File: config.mk
export PLATFORM = sky130hd
export DESIGN_NAME = switch_debounce_and
export DESIGN_NICKNAME = d
export VERILOG_FILES = /design/src/rtl/switch_debounce_and.sv
export SDC_FILE = /design/constraint.sdc
export NUM_CORES = 1
export LEC_CHECK = 0
export BUFFER_PORTS_ARGS = -buffer_cell sky130_fd_sc_hd__buf_4
export CAP_MARGIN = 20
export CORE_AREA = 5 5 104 77
export CTS_BUF_LIST = sky130_fd_sc_hd__clkbuf_4 sky130_fd_sc_hd__clkbuf_8 sky130_fd_sc_hd__clkbuf_16
export DETAILED_ROUTE_END_ITERATION = 16
export DIE_AREA = 0 0 109 82
export PLACE_DENSITY = 0.72
export SYNTH_ARGS = -nofsm -noshare
export SYNTH_HDL_FRONTEND = slang
export SYNTH_HIERARCHICAL = 1
export SYNTH_SLANG_ARGS = --single-unit
File: constraint.sdc
create_clock -name clk -period 3.2 [get_ports clk]
set_clock_uncertainty 0.2 [all_clocks]
set_input_delay 0.96 -clock clk [delete_from_list [all_inputs] [get_ports clk]]
set_output_delay 0.96 -clock clk [all_outputs]
set_load 0.005 [all_outputs]
File: src/rtl/switch_debounce_and.sv
// rtl/switch_debounce_and.sv - two-channel switch synchronizer/debouncer with edge pulses and AND-driven LED (option: LED_TOGGLE_EN)
module switch_debounce_and_chan #(
    parameter int DEBOUNCE_CYCLES = 1000000
) (
    input  logic clk,
    input  logic reset,
    input  logic raw,
    output logic level,
    output logic rise,
    output logic fall
);
    localparam int CNT_W = $clog2(DEBOUNCE_CYCLES + 1);
    localparam logic [CNT_W-1:0] LIMIT = CNT_W'(DEBOUNCE_CYCLES);

    typedef enum logic {STABLE, PENDING} state_t;

    state_t           state, state_next;
    logic             s1, s2;
    logic [CNT_W-1:0] cnt, cnt_next, cnt_inc;
    logic             level_next, rise_next, fall_next, commit;

    assign cnt_inc = cnt + CNT_W'(1);

    always_comb begin
        state_next = state;
        cnt_next   = cnt;
        commit     = 1'b0;
        case (state)
            STABLE: begin
                if (s2 != level) begin
                    if (LIMIT <= CNT_W'(1)) begin
                        commit = 1'b1;
                    end else begin
                        state_next = PENDING;
                        cnt_next   = CNT_W'(1);
                    end
                end
            end
            PENDING: begin
                if (s2 == level) begin
                    state_next = STABLE;
                    cnt_next   = '0;
                end else if (cnt_inc >= LIMIT) begin
                    commit = 1'b1;
                end else begin
                    cnt_next = cnt_inc;
                end
            end
            default: begin
                state_next = STABLE;
                cnt_next   = '0;
            end
        endcase
        // A commit always clears the counter, so it can never wrap.
        if (commit) begin
            state_next = STABLE;
            cnt_next   = '0;
        end
        level_next = commit ? ~level : level;
        rise_next  = commit & ~level;
        fall_next  = commit & level;
    end

    always_ff @(posedge clk or posedge reset) begin
        if (reset) begin
            s1    <= 1'b0;
            s2    <= 1'b0;
            state <= STABLE;
            cnt   <= '0;
            level <= 1'b0;
            rise  <= 1'b0;
            fall  <= 1'b0;
        end else begin
            s1    <= raw;
            s2    <= s1;
            state <= state_next;
            cnt   <= cnt_next;
            level <= level_next;
            rise  <= rise_next;
            fall  <= fall_next;
        end
    end
endmodule

module switch_debounce_and #(
    parameter int DEBOUNCE_CYCLES = 1000000
) (
    input  logic clk,
    input  logic reset,
    input  logic switch_a,
    input  logic switch_b,
    output logic a_level,
    output logic b_level,
    output logic a_rise,
    output logic a_fall,
    output logic b_rise,
    output logic b_fall,
    output logic led
);
    logic conj;

    switch_debounce_and_chan #(.DEBOUNCE_CYCLES(DEBOUNCE_CYCLES)) u_chan_a (
        .clk   (clk),
        .reset (reset),
        .raw   (switch_a),
        .level (a_level),
        .rise  (a_rise),
        .fall  (a_fall)
    );

    switch_debounce_and_chan #(.DEBOUNCE_CYCLES(DEBOUNCE_CYCLES)) u_chan_b (
        .clk   (clk),
        .reset (reset),
        .raw   (switch_b),
        .level (b_level),
        .rise  (b_rise),
        .fall  (b_fall)
    );

    assign conj = a_level & b_level;

`ifdef LED_TOGGLE_EN
    logic conj_d;

    // Toggle only on the 0->1 edge of the conjunction; its falling edge is ignored.
    always_ff @(posedge clk or posedge reset) begin
        if (reset) begin
            conj_d <= 1'b0;
            led    <= 1'b0;
        end else begin
            conj_d <= conj;
            led    <= led ^ (conj & ~conj_d);
        end
    end
`else
    always_ff @(posedge clk or posedge reset) begin
        if (reset) begin
            led <= 1'b0;
        end else begin
            led <= conj;
        end
    end
`endif
endmodule

==> impl_metrics.env, run 1 <==
export IMPL_run_status="completed"
export IMPL_cts_tree="yes"
export IMPL_cts_clk_slew_worst_paths_ns=0.10
export IMPL_final_util_pct=51.50
export IMPL_cp_arrival_ns=2.97
export IMPL_placed_area_um2=3465
export IMPL_io_pins=11
export IMPL_max_freq_mhz=337.5
export IMPL_drive_gt1_share_pct=14.86
export IMPL_combPwrFrac_pct=6.9
export IMPL_ff_latch_area_um2=1326
export IMPL_pre_cts_ws_ns=0.2705
export IMPL_syn_to_final_growth_pct=8.765
export IMPL_drcViolationCount=0
export IMPL_dieWidth_um=109
export IMPL_yosysSeqAreaShare_pct=40.05
export IMPL_design_area_um2=3602
export IMPL_rows=26
export IMPL_crit_fanout=15
export IMPL_grt_pass1_vias=2533
export IMPL_ys_flop_type="dfrtp_1"
export IMPL_yosysTopAreaCellShare_pct=40.05
export IMPL_die_area_um2=8938
export IMPL_cts_root_buf="clkbuf_8"
export IMPL_timing_slew_headroom_pct=59.26
export IMPL_clk_latency_ns=0.31
export IMPL_grt_max_degree=27
export IMPL_rsz0062_at_grt="no"
export IMPL_post_cts_repair_setup_buffers=0
export IMPL_p_switching_uw=309.4
export IMPL_synth_seq_cells=53
export IMPL_async_flop_share_pct=100.0
export IMPL_ant_nets=0
export IMPL_grt_usage_pct=17.92
export IMPL_power_internal_mw=1.028
export IMPL_antenna_found_initial=0
export IMPL_yosysWarnings=6
export IMPL_swShare_pct=23.13
export IMPL_power_density_nw_per_um2=371.4
export IMPL_cts_buffers=5
export IMPL_final_period_utilization_pct=92.59
export IMPL_die_y_um=82
export IMPL_synth_fp_nets=368
export IMPL_startpoint_type="register"
export IMPL_period_needed_ns=2.963
export IMPL_io_buffers=10
export IMPL_ys_top_cells_by_area="dfrtp_1, nand2_1, nand4_1, nand3_1, a31oi_1"
export IMPL_n_antenna_cell=0
export IMPL_maxCapViolCount=0
export IMPL_multiInputGateArea_um2=1775
export IMPL_drt_iter0_drc=264
export IMPL_cts_resized=0
export IMPL_postCtsHoldBufs=0
export IMPL_power_frac_clock_pct=41.0
export IMPL_holdCritPathClass="register to register"
export IMPL_reg_largest_list="u_chan_a/cnt: 20 flops, u_chan_b/cnt: 20 flops"
export IMPL_place_congestion=0.9892
export IMPL_slew_violations=0
export IMPL_syn_area_um2=3312
export IMPL_hpwl_um=5156
export IMPL_tightestPinTransition_ns=0.5957
export IMPL_wirelength_um=7499
export IMPL_core_um2=6994
export IMPL_setup_viol=0
export IMPL_num_nets_final=375
export IMPL_tns_ns=0
export IMPL_vias=2793
export IMPL_synth_avg_cell_area_um2=9.149
export IMPL_fin_ws_ns=0.2371
export IMPL_cts_buffer_depth=2
export IMPL_whs_ns=0.1646
export IMPL_vias_per_cell=5.968
export IMPL_first_pass_iters=5
export IMPL_synth_edf_count=0
export IMPL_seqPwrFrac_pct=52.1
export IMPL_p_leak_nw=1.429
export IMPL_ir_worst_vdd_mv=0.1617
export IMPL_wire_per_inst_um=16.02
export IMPL_ys_types=63
export IMPL_critPathKind="register to register"
export IMPL_netlist_instances=362
export IMPL_hold_viol_final=0
export IMPL_clock_sinks=53
export IMPL_end_kind="register"
export IMPL_start_util_pct=47.35
export IMPL_critPathRequiredTime_ns=3.21
export IMPL_fillers=640
export IMPL_h_tree_depth=2
export IMPL_gr_total_overflow=0
export IMPL_grt_pass1_wl_um=12660
export IMPL_yosys_area_top_type="dfrtp_1"
[placed cells by master (no fill, tap or decap), types with 6 or more instances in the layout]
cell / n
dfrtp_1: 53
buf_4: 22
nor3_1: 10
inv_1: 20
or3_1: 9
and3_1: 10
nand3_1: 23
o22ai_1: 11
mux2i_1: 6
nand4_1: 19
xnor2_1: 7
o21ai_0: 8
a31oi_1: 15
nor2_1: 15
nand2_1: 48
and2_1: 9
[final timing paths]
| kind | end | cells after the start | start | slack (ns) |
|---|---|---|---|---|
| max | u_chan_a/cnt[11] | 9 | u_chan_a/cnt[0] | 0.24 |
| min | u_chan_b/s2 | 0 | u_chan_b/s1 | 0.16 |
| max reg2reg | u_chan_a/cnt[11] | 9 | u_chan_a/cnt[0] | 0.24 |
| min reg2reg | u_chan_b/s2 | 0 | u_chan_b/s1 | 0.16 |
| max in group asynchronous | u_chan_a/cnt[6] | 3 | reset | 2.01 |
| min in group asynchronous | led | 2 | reset | 0.28 |
[metal layers]
layer	part of all wire (%)	global-route usage, %	up-vias	wire length, um
met5	0	0	-	0
met4	1.1	5.044	0	84
met3	6.0	3.142	8	449
met2	41	25.37	100	3069
met1	52	27.61	1335	3895
li1	-	-	1350	-
[critical path: stages, from the launching register on]
cell     delay [ns]
dfrtp_1        0.45
ha_1           0.28
nand3_2        0.17
nor4_4         0.41
nor4b_2        0.30
o22ai_1        0.14
a211o_4        0.42
buf_4          0.20
a31oi_1        0.20
o21ai_1        0.07
[power groups by stage]
stage | clock, mW | combinational [mW] | sequential [mW]
2_1_floorplan | 0 | 0.0639 | 0.707
3_3_place_gp | 0 | 0.0891 | 0.709
3_5_place_dp | 0 | 0.0912 | 0.709
4_1_cts | 0.557 | 0.0923 | 0.697
5_1_grt | 0.583 | 0.102 | 0.700
6_report | 0.548 | 0.0921 | 0.697
[synthesized netlist by cell type (2+ instances only)]
cell type,count
nor2_1,15
and2_1,9
buf_4,3
and3_1,10
nand2_1,48
ha_1,2
o21ai_1,5
or3_1,9
xnor2_1,7
a31oi_1,15
nor4_1,2
and4_1,4
clkbuf_1,11
o311ai_1,4
xor2_1,4
inv_1,20
buf_6,5
nand4_1,19
nand3_1,23
o2111ai_1,2
buf_2,3
a211oi_1,2
o22ai_1,11
dfrtp_1,53
mux2i_1,6
nand2b_1,4
a21oi_1,5
nor3_1,10
a32o_1,2
nor4_4,2
o21a_1,2
o311ai_2,4
o21ai_0,8
o211ai_1,4
[kinds of logic (layout without fill, tap and decap cells)]
kind of cell / count (synthesis) / in the layout / synth area share (%)
adder cells (fa/ha/maj): 2 / 2 / 0.7555
AND/OR/NAND/NOR: 171 / 171 / 29.96
multiplexers: 7 / 7 / 2.153
XOR/XNOR: 12 / 12 / 3.400
AO/OA/AOI/OAI: 75 / 75 / 17.34
flip-flops: 53 / 53 / 40.05
buffers and inverters: 42 / 50 / 6.346
[area by class of cell]
| type | instances | area share, % |
|---|---|---|
| clock buffer | 5 | 1.910 |
| clock inverter | 3 | 1.910 |
| inverter | 20 | 2.084 |
| multi-input combinational | 267 | 49.29 |
| sequential | 53 | 36.82 |
| tap | 98 | 3.404 |
| timing repair buffer | 22 | 4.585 |
[stage by stage]
stage	std cells	total power, mW
finish	468	1.338
detailed placement	460	0.8006
CTS	468	1.347
global route	468	1.385
floorplan	362	0.7709
global placement	460	0.7976
Power figures use the tool's default switching activity.
==> inputs of run 2 (changes only) <==
--- a/config.mk
+++ b/config.mk
@@ -7,11 +7,11 @@
 export LEC_CHECK = 0
 export BUFFER_PORTS_ARGS = -buffer_cell sky130_fd_sc_hd__buf_4
 export CAP_MARGIN = 20
-export CORE_AREA = 5 5 104 77
+export CORE_AREA = 5 5 95 71
 export CTS_BUF_LIST = sky130_fd_sc_hd__clkbuf_4 sky130_fd_sc_hd__clkbuf_8 sky130_fd_sc_hd__clkbuf_16
 export DETAILED_ROUTE_END_ITERATION = 16
-export DIE_AREA = 0 0 109 82
-export PLACE_DENSITY = 0.72
+export DIE_AREA = 0 0 100 76
+export PLACE_DENSITY = 0.83
 export SYNTH_ARGS = -nofsm -noshare
 export SYNTH_HDL_FRONTEND = slang
 export SYNTH_HIERARCHICAL = 1
==> impl_metrics.env, run 2 (synthesis results as in run 1) <==
export IMPL_cts_root_buf="clkbuf_8"
export IMPL_h_tree_depth=2
export IMPL_tns_ns=0
export IMPL_seqPwrFrac_pct=59.1
export IMPL_power_density_nw_per_um2=335.3
export IMPL_io_buffers=10
export IMPL_core_um2=5856
export IMPL_ir_worst_vdd_mv=0.1895
export IMPL_worst_path_buf_inv=0
export IMPL_fin_cells=446
export IMPL_antenna_found_initial=0
export IMPL_swShare_pct=25.45
export IMPL_first_pass_iters=7
export IMPL_pre_cts_ws_ns=0.1840
export IMPL_syn_to_final_growth_pct=6.120
export IMPL_rsz0062_at_grt="no"
export IMPL_combPwrFrac_pct=8.0
export IMPL_slew_violations=0
export IMPL_setup_viol=0
export IMPL_whs_ns=0.1558
export IMPL_die_area_um2=7600
export IMPL_reg2reg_to="u_chan_a/cnt[12]"
export IMPL_final_cell_mix="dfrtp_1, nand2_1, nand3_1"
export IMPL_max_freq_mhz=329.0
export IMPL_cts_clk_slew_worst_paths_ns=0.10
export IMPL_wirelength_um=7666
export IMPL_reg2reg_from="u_chan_a/cnt[0]"
export IMPL_tightestPinTransition_ns=0.5718
export IMPL_rows=24
export IMPL_wire_per_inst_um=17.19
export IMPL_grt_pass1_vias=2677
export IMPL_p_switching_uw=300.0
export IMPL_grt_max_degree=27
export IMPL_cp_arrival_ns=3.05
export IMPL_fin_ws_ns=0.1604
export IMPL_design_area_um2=3515
export IMPL_cp_cell_sequence="ha_1 > nand3_2 > or3_4 > or4b_1 > o211ai_2 > a211o_4 > nand2_2 > o311ai_1"
export IMPL_worst_r2r_setup_slack_ns=0.16
export IMPL_cts_resized=0
export IMPL_run_status="completed"
export IMPL_power_frac_clock_pct=32.9
export IMPL_critPathKind="register to register"
export IMPL_clock_sinks=53
export IMPL_final_period_utilization_pct=94.99
export IMPL_n_antenna_cell=0
export IMPL_drcViolationCount=0
export IMPL_ant_nets=0
export IMPL_maxCapViolCount=0
export IMPL_cp_slowest_stage_delay_ns=0.50
export IMPL_drive_gt1_share_pct=14.40
export IMPL_cts_buffer_depth=2
export IMPL_gr_total_overflow=0
export IMPL_clk_latency_ns=0.31
export IMPL_timing_slew_headroom_pct=60.90
export IMPL_crit_fanout=22
export IMPL_critPathTopFamily="simple AND/OR/NAND/NOR gates"
export IMPL_holdCritPathClass="register to register"
export IMPL_grt_pass1_wl_um=13080
export IMPL_post_cts_repair_setup_buffers=0
export IMPL_io_pins=11
export IMPL_crit_path_end="u_chan_a/cnt[12]"
export IMPL_place_congestion=0.9380
export IMPL_final_common_cell="dfrtp_1"
export IMPL_period_needed_ns=3.040
export IMPL_drt_iter0_drc=302
export IMPL_power_internal_uw=878.6
export IMPL_fillers=474
export IMPL_final_util_pct=60.02
export IMPL_vias=2888
export IMPL_crit_cells=8
export IMPL_die_y_um=76
export IMPL_postCtsHoldBufs=0
export IMPL_hpwl_um=5406
export IMPL_ff2ff_path_depth=8
export IMPL_grt_usage_pct=20.72
export IMPL_cts_tree="yes"
export IMPL_placed_area_um2=3425
export IMPL_slowest_stage="or4b_1"
export IMPL_setup_worst_path_start="u_chan_a/cnt[0]"
export IMPL_p_leak_nw=1.400
export IMPL_hold_viol_final=0
export IMPL_start_util_pct=56.56
export IMPL_startpoint_type="register"
export IMPL_critPathRequiredTime_ns=3.21
export IMPL_num_nets_final=373
export IMPL_vias_per_cell=6.475
export IMPL_end_kind="register"
export IMPL_reg_largest_list="u_chan_a/cnt: 20 flops, u_chan_b/cnt: 20 flops"
export IMPL_dieWidth_um=100
export IMPL_power_mw=1.179
export IMPL_dp_cells=438
export IMPL_cts_buffers=5
-- run 2: changes by cell type in the layout (fill, tap and decap cells not counted) --
cell       delta
bufinv_16     -2
clkinv_2      +1
buf_4         -2
clkbuf_4      +1
-- run 2: worst min-delay path by stage --
stage          slack [ns]   startpoint     endpoint  cells past startpoint
6_report             0.16  u_chan_a/s1  u_chan_a/s2                      0
5_1_grt              0.17  u_chan_a/s1  u_chan_a/s2                      0
2_1_floorplan        0.13  u_chan_a/s1  u_chan_a/s2                      0
3_5_place_dp         0.14  u_chan_a/s1  u_chan_a/s2                      0
3_3_place_gp         0.13  u_chan_a/s1  u_chan_a/s2                      0
4_1_cts              0.16  u_chan_a/s1  u_chan_a/s2                      0
-- run 2: area by class of cell --
cell class / instances / area, um^2 / area share [%]
clock buffers: 6 / 76.32 / 2.172
inverters: 20 / 75.07 / 2.136
multi-input cells: 267 / 1775 / 50.52
repair buffers: 20 / 150.1 / 4.272
flip-flops and latches: 53 / 1326 / 37.74
clock inverters: 2 / 13.76 / 0.3916
well taps: 78 / 97.59 / 2.777
-- run 2: metal layers --
layer  track usage, %  up-vias  wire length, um
met5                0        -                0
met4            4.576        0               83
li1                 -     1355                -
met1            31.88     1398             3553
met3            4.666       12              614
met2            29.63      123             3415
-- run 2: power by group through the flow --
stage	Clock, mW	Sequential [mW]	Combinational [mW]
3_5_place_dp	0	0.709	0.0926
4_1_cts	0.396	0.696	0.0935
3_3_place_gp	0	0.708	0.0881
2_1_floorplan	0	0.707	0.0639
6_report	0.388	0.697	0.0940
5_1_grt	0.427	0.699	0.106
==> inputs of run 3 (changes only) <==
--- a/config.mk
+++ b/config.mk
@@ -5,12 +5,13 @@
 export SDC_FILE = /design/constraint.sdc
 export NUM_CORES = 1
 export LEC_CHECK = 0
+export ABC_AREA = 1
 export BUFFER_PORTS_ARGS = -buffer_cell sky130_fd_sc_hd__buf_4
 export CAP_MARGIN = 20
-export CORE_AREA = 5 5 95 71
+export CORE_AREA = 5 5 96 71
 export CTS_BUF_LIST = sky130_fd_sc_hd__clkbuf_4 sky130_fd_sc_hd__clkbuf_8 sky130_fd_sc_hd__clkbuf_16
 export DETAILED_ROUTE_END_ITERATION = 16
-export DIE_AREA = 0 0 100 76
+export DIE_AREA = 0 0 101 76
 export PLACE_DENSITY = 0.83
 export SYNTH_ARGS = -nofsm -noshare
 export SYNTH_HDL_FRONTEND = slang
==> impl_metrics.env, run 3 <==
export IMPL_run_status="completed"
export IMPL_drt_iter0_drc=421
export IMPL_final_period_utilization_pct=74.63
export IMPL_ant_nets=0
export IMPL_syn_area_um2=3387
export IMPL_post_cts_repair_setup_buffers=0
export IMPL_fin_ws_ns=0.8119
export IMPL_vias=3081
export IMPL_ir_worst_vdd_mv=0.1748
export IMPL_period_needed_ns=2.388
export IMPL_drcViolationCount=0
export IMPL_timing_slew_headroom_pct=46.09
export IMPL_ff2ff_path_depth=12
export IMPL_h_tree_depth=2
export IMPL_dieWidth_um=101
export IMPL_dp_cells=548
export IMPL_startpoint_type="register"
export IMPL_cts_resized=0
export IMPL_ys_top_cells_by_area="dfrtp_1, nand2_1, nand3_1, inv_1, o21ai_2"
export IMPL_grt_pass1_wl_um=13240
export IMPL_cpMostUsedCell="nand2_1"
export IMPL_synth_fp_nets=467
export IMPL_cp_slowest_stage_delay_ns=0.41
export IMPL_yosysSeqAreaShare_pct=39.16
export IMPL_slew_violations=0
export IMPL_holdCritPathClass="register to register"
export IMPL_io_buffers=10
export IMPL_antenna_found_initial=0
export IMPL_async_flop_share_pct=100.0
export IMPL_worst_r2r_setup_slack_ns=0.81
export IMPL_cts_buffers=5
export IMPL_tns_ns=0
export IMPL_whs_endpoint="u_chan_a/s2"
export IMPL_setup_viol=0
export IMPL_first_pass_iters=5
export IMPL_place_congestion=0.9335
export IMPL_slowest_stage="dfrtp_1"
export IMPL_grt_pass1_vias=2751
export IMPL_reg_largest_list="u_chan_a/cnt: 20 flops, u_chan_b/cnt: 20 flops"
export IMPL_fin_cells=556
export IMPL_min_path_cells=0
export IMPL_crit_fanout=11
export IMPL_num_nets_final=483
export IMPL_die_area_um2=7676
export IMPL_reg2reg_to="u_chan_a/cnt[15]"
export IMPL_yosysWarnings=6
export IMPL_cp_arrival_ns=2.39
export IMPL_synth_edf_count=0
export IMPL_netlist_instances=461
export IMPL_design_area_um2=3637
export IMPL_wire_per_inst_um=13.94
export IMPL_min_from="u_chan_a/s1"
export IMPL_die_y_um=76
export IMPL_clock_sinks=53
export IMPL_p_leak_nw=1.782
export IMPL_synth_most_common_cell="nand2_1"
export IMPL_ys_types=25
export IMPL_power_density_nw_per_um2=324.1
export IMPL_hpwl_um=5865
export IMPL_ys_flop_type="dfrtp_1"
export IMPL_critPathKind="register to register"
export IMPL_max_freq_mhz=418.7
export IMPL_vias_per_cell=5.541
export IMPL_rsz0062_at_grt="no"
export IMPL_whs_ns=0.1616
export IMPL_grt_usage_pct=21.32
export IMPL_synth_seq_cells=53
export IMPL_hold_viol_final=0
export IMPL_tightestPinTransition_ns=0.8057
export IMPL_grt_max_degree=27
export IMPL_start_util_pct=57.25
export IMPL_power_mw=1.179
export IMPL_reg2reg_from="u_chan_a/cnt[1]"
export IMPL_cts_tree="yes"
export IMPL_n_antenna_cell=0
export IMPL_io_pins=11
export IMPL_cp_cell_sequence="ha_1 > nand2_1 > nor2_2 > nand2_1 > nor2_1 > nand2_1 > nand2_1 > nand3_1 > nor2_4 > nand2_4 > nand2_4 > o21ai_0"
export IMPL_final_util_pct=61.48
export IMPL_wirelength_um=7753
export IMPL_yosys_area_top_type="dfrtp_1"
export IMPL_synth_avg_cell_area_um2=7.347
export IMPL_maxCapViolCount=0
export IMPL_gr_total_overflow=0
export IMPL_placed_area_um2=3542
export IMPL_syn_to_final_growth_pct=7.388
export IMPL_core_um2=5916
export IMPL_drive_gt1_share_pct=17.15
export IMPL_final_common_cell="nand2_1"
export IMPL_cts_clk_slew_worst_paths_ns=0.11
export IMPL_final_cell_mix="nand2_1, dfrtp_1, inv_1"
export IMPL_pre_cts_ws_ns=0.8620
export IMPL_critPathRequiredTime_ns=3.20
export IMPL_rows=24
export IMPL_yosys_top_cells_count="nand2_1, dfrtp_1, inv_1, nand3_1, nor2_1"
export IMPL_end_kind="register"
export IMPL_cts_root_buf="clkbuf_8"
export IMPL_clk_latency_ns=0.32
export IMPL_cts_buffer_depth=2
export IMPL_yosysTopAreaCellShare_pct=39.16
export IMPL_postCtsHoldBufs=0
-- run 3: cell families after synthesis --
group	count (synthesis)	synth area share [%]
AO/OA/AOI/OAI	38	8.053
buffers and inverters	60	7.610
XOR/XNOR	10	2.586
adder cells (fa/ha/maj)	2	0.7387
AND/OR/NAND/NOR	298	41.85
flip-flops	53	39.16
-- run 3: worst max path at each step --
stage          cells after the start  slack [ns]       startpoint                to
3_5_place_dp                      11        0.86  u_chan_a/cnt[1]  u_chan_a/cnt[15]
5_1_grt                           11        0.55  u_chan_a/cnt[0]  u_chan_a/cnt[15]
4_1_cts                           11        0.83  u_chan_a/cnt[1]  u_chan_a/cnt[15]
2_1_floorplan                     13        1.17  u_chan_a/cnt[0]   u_chan_a/cnt[2]
3_3_place_gp                      13        0.89  u_chan_a/cnt[0]  u_chan_a/cnt[15]
6_report                          12        0.81  u_chan_a/cnt[1]  u_chan_a/cnt[15]
-- run 3: layout make-up --
type                       count  area [um^2]
clock buffer                   5        68.82
clock inverter                 3        26.28
fill                         492         2278
inverter                      54        202.7
multi-input combinational    348         1803
sequential                    53         1326
tap                           78        97.59
timing repair buffer          15        112.6
-- run 3: where the power goes --
group	switching, mW	total, mW	internal, mW
clock network	0.247	0.407	0.160
logic	0.0544	0.0775	0.0231
registers	0.0130	0.695	0.682
-- run 3: critical path: cells and delay by family, from the launching register on --
kind / cells / cell delay [ns]
AOI/OAI and AO/OA: 1 / 0.11
adders and majority gates: 1 / 0.26
DFF: 1 / 0.41
and+or+nand+nor: 10 / 1.28
-- run 3: per-layer routing --
layer	part of all wire (%)	GRT usage [%]	wire length, um
met2	43	30.03	3299
met3	8.8	2.836	683
met5	0	0	0
met1	47	33.82	3666
met4	1.3	6.109	104
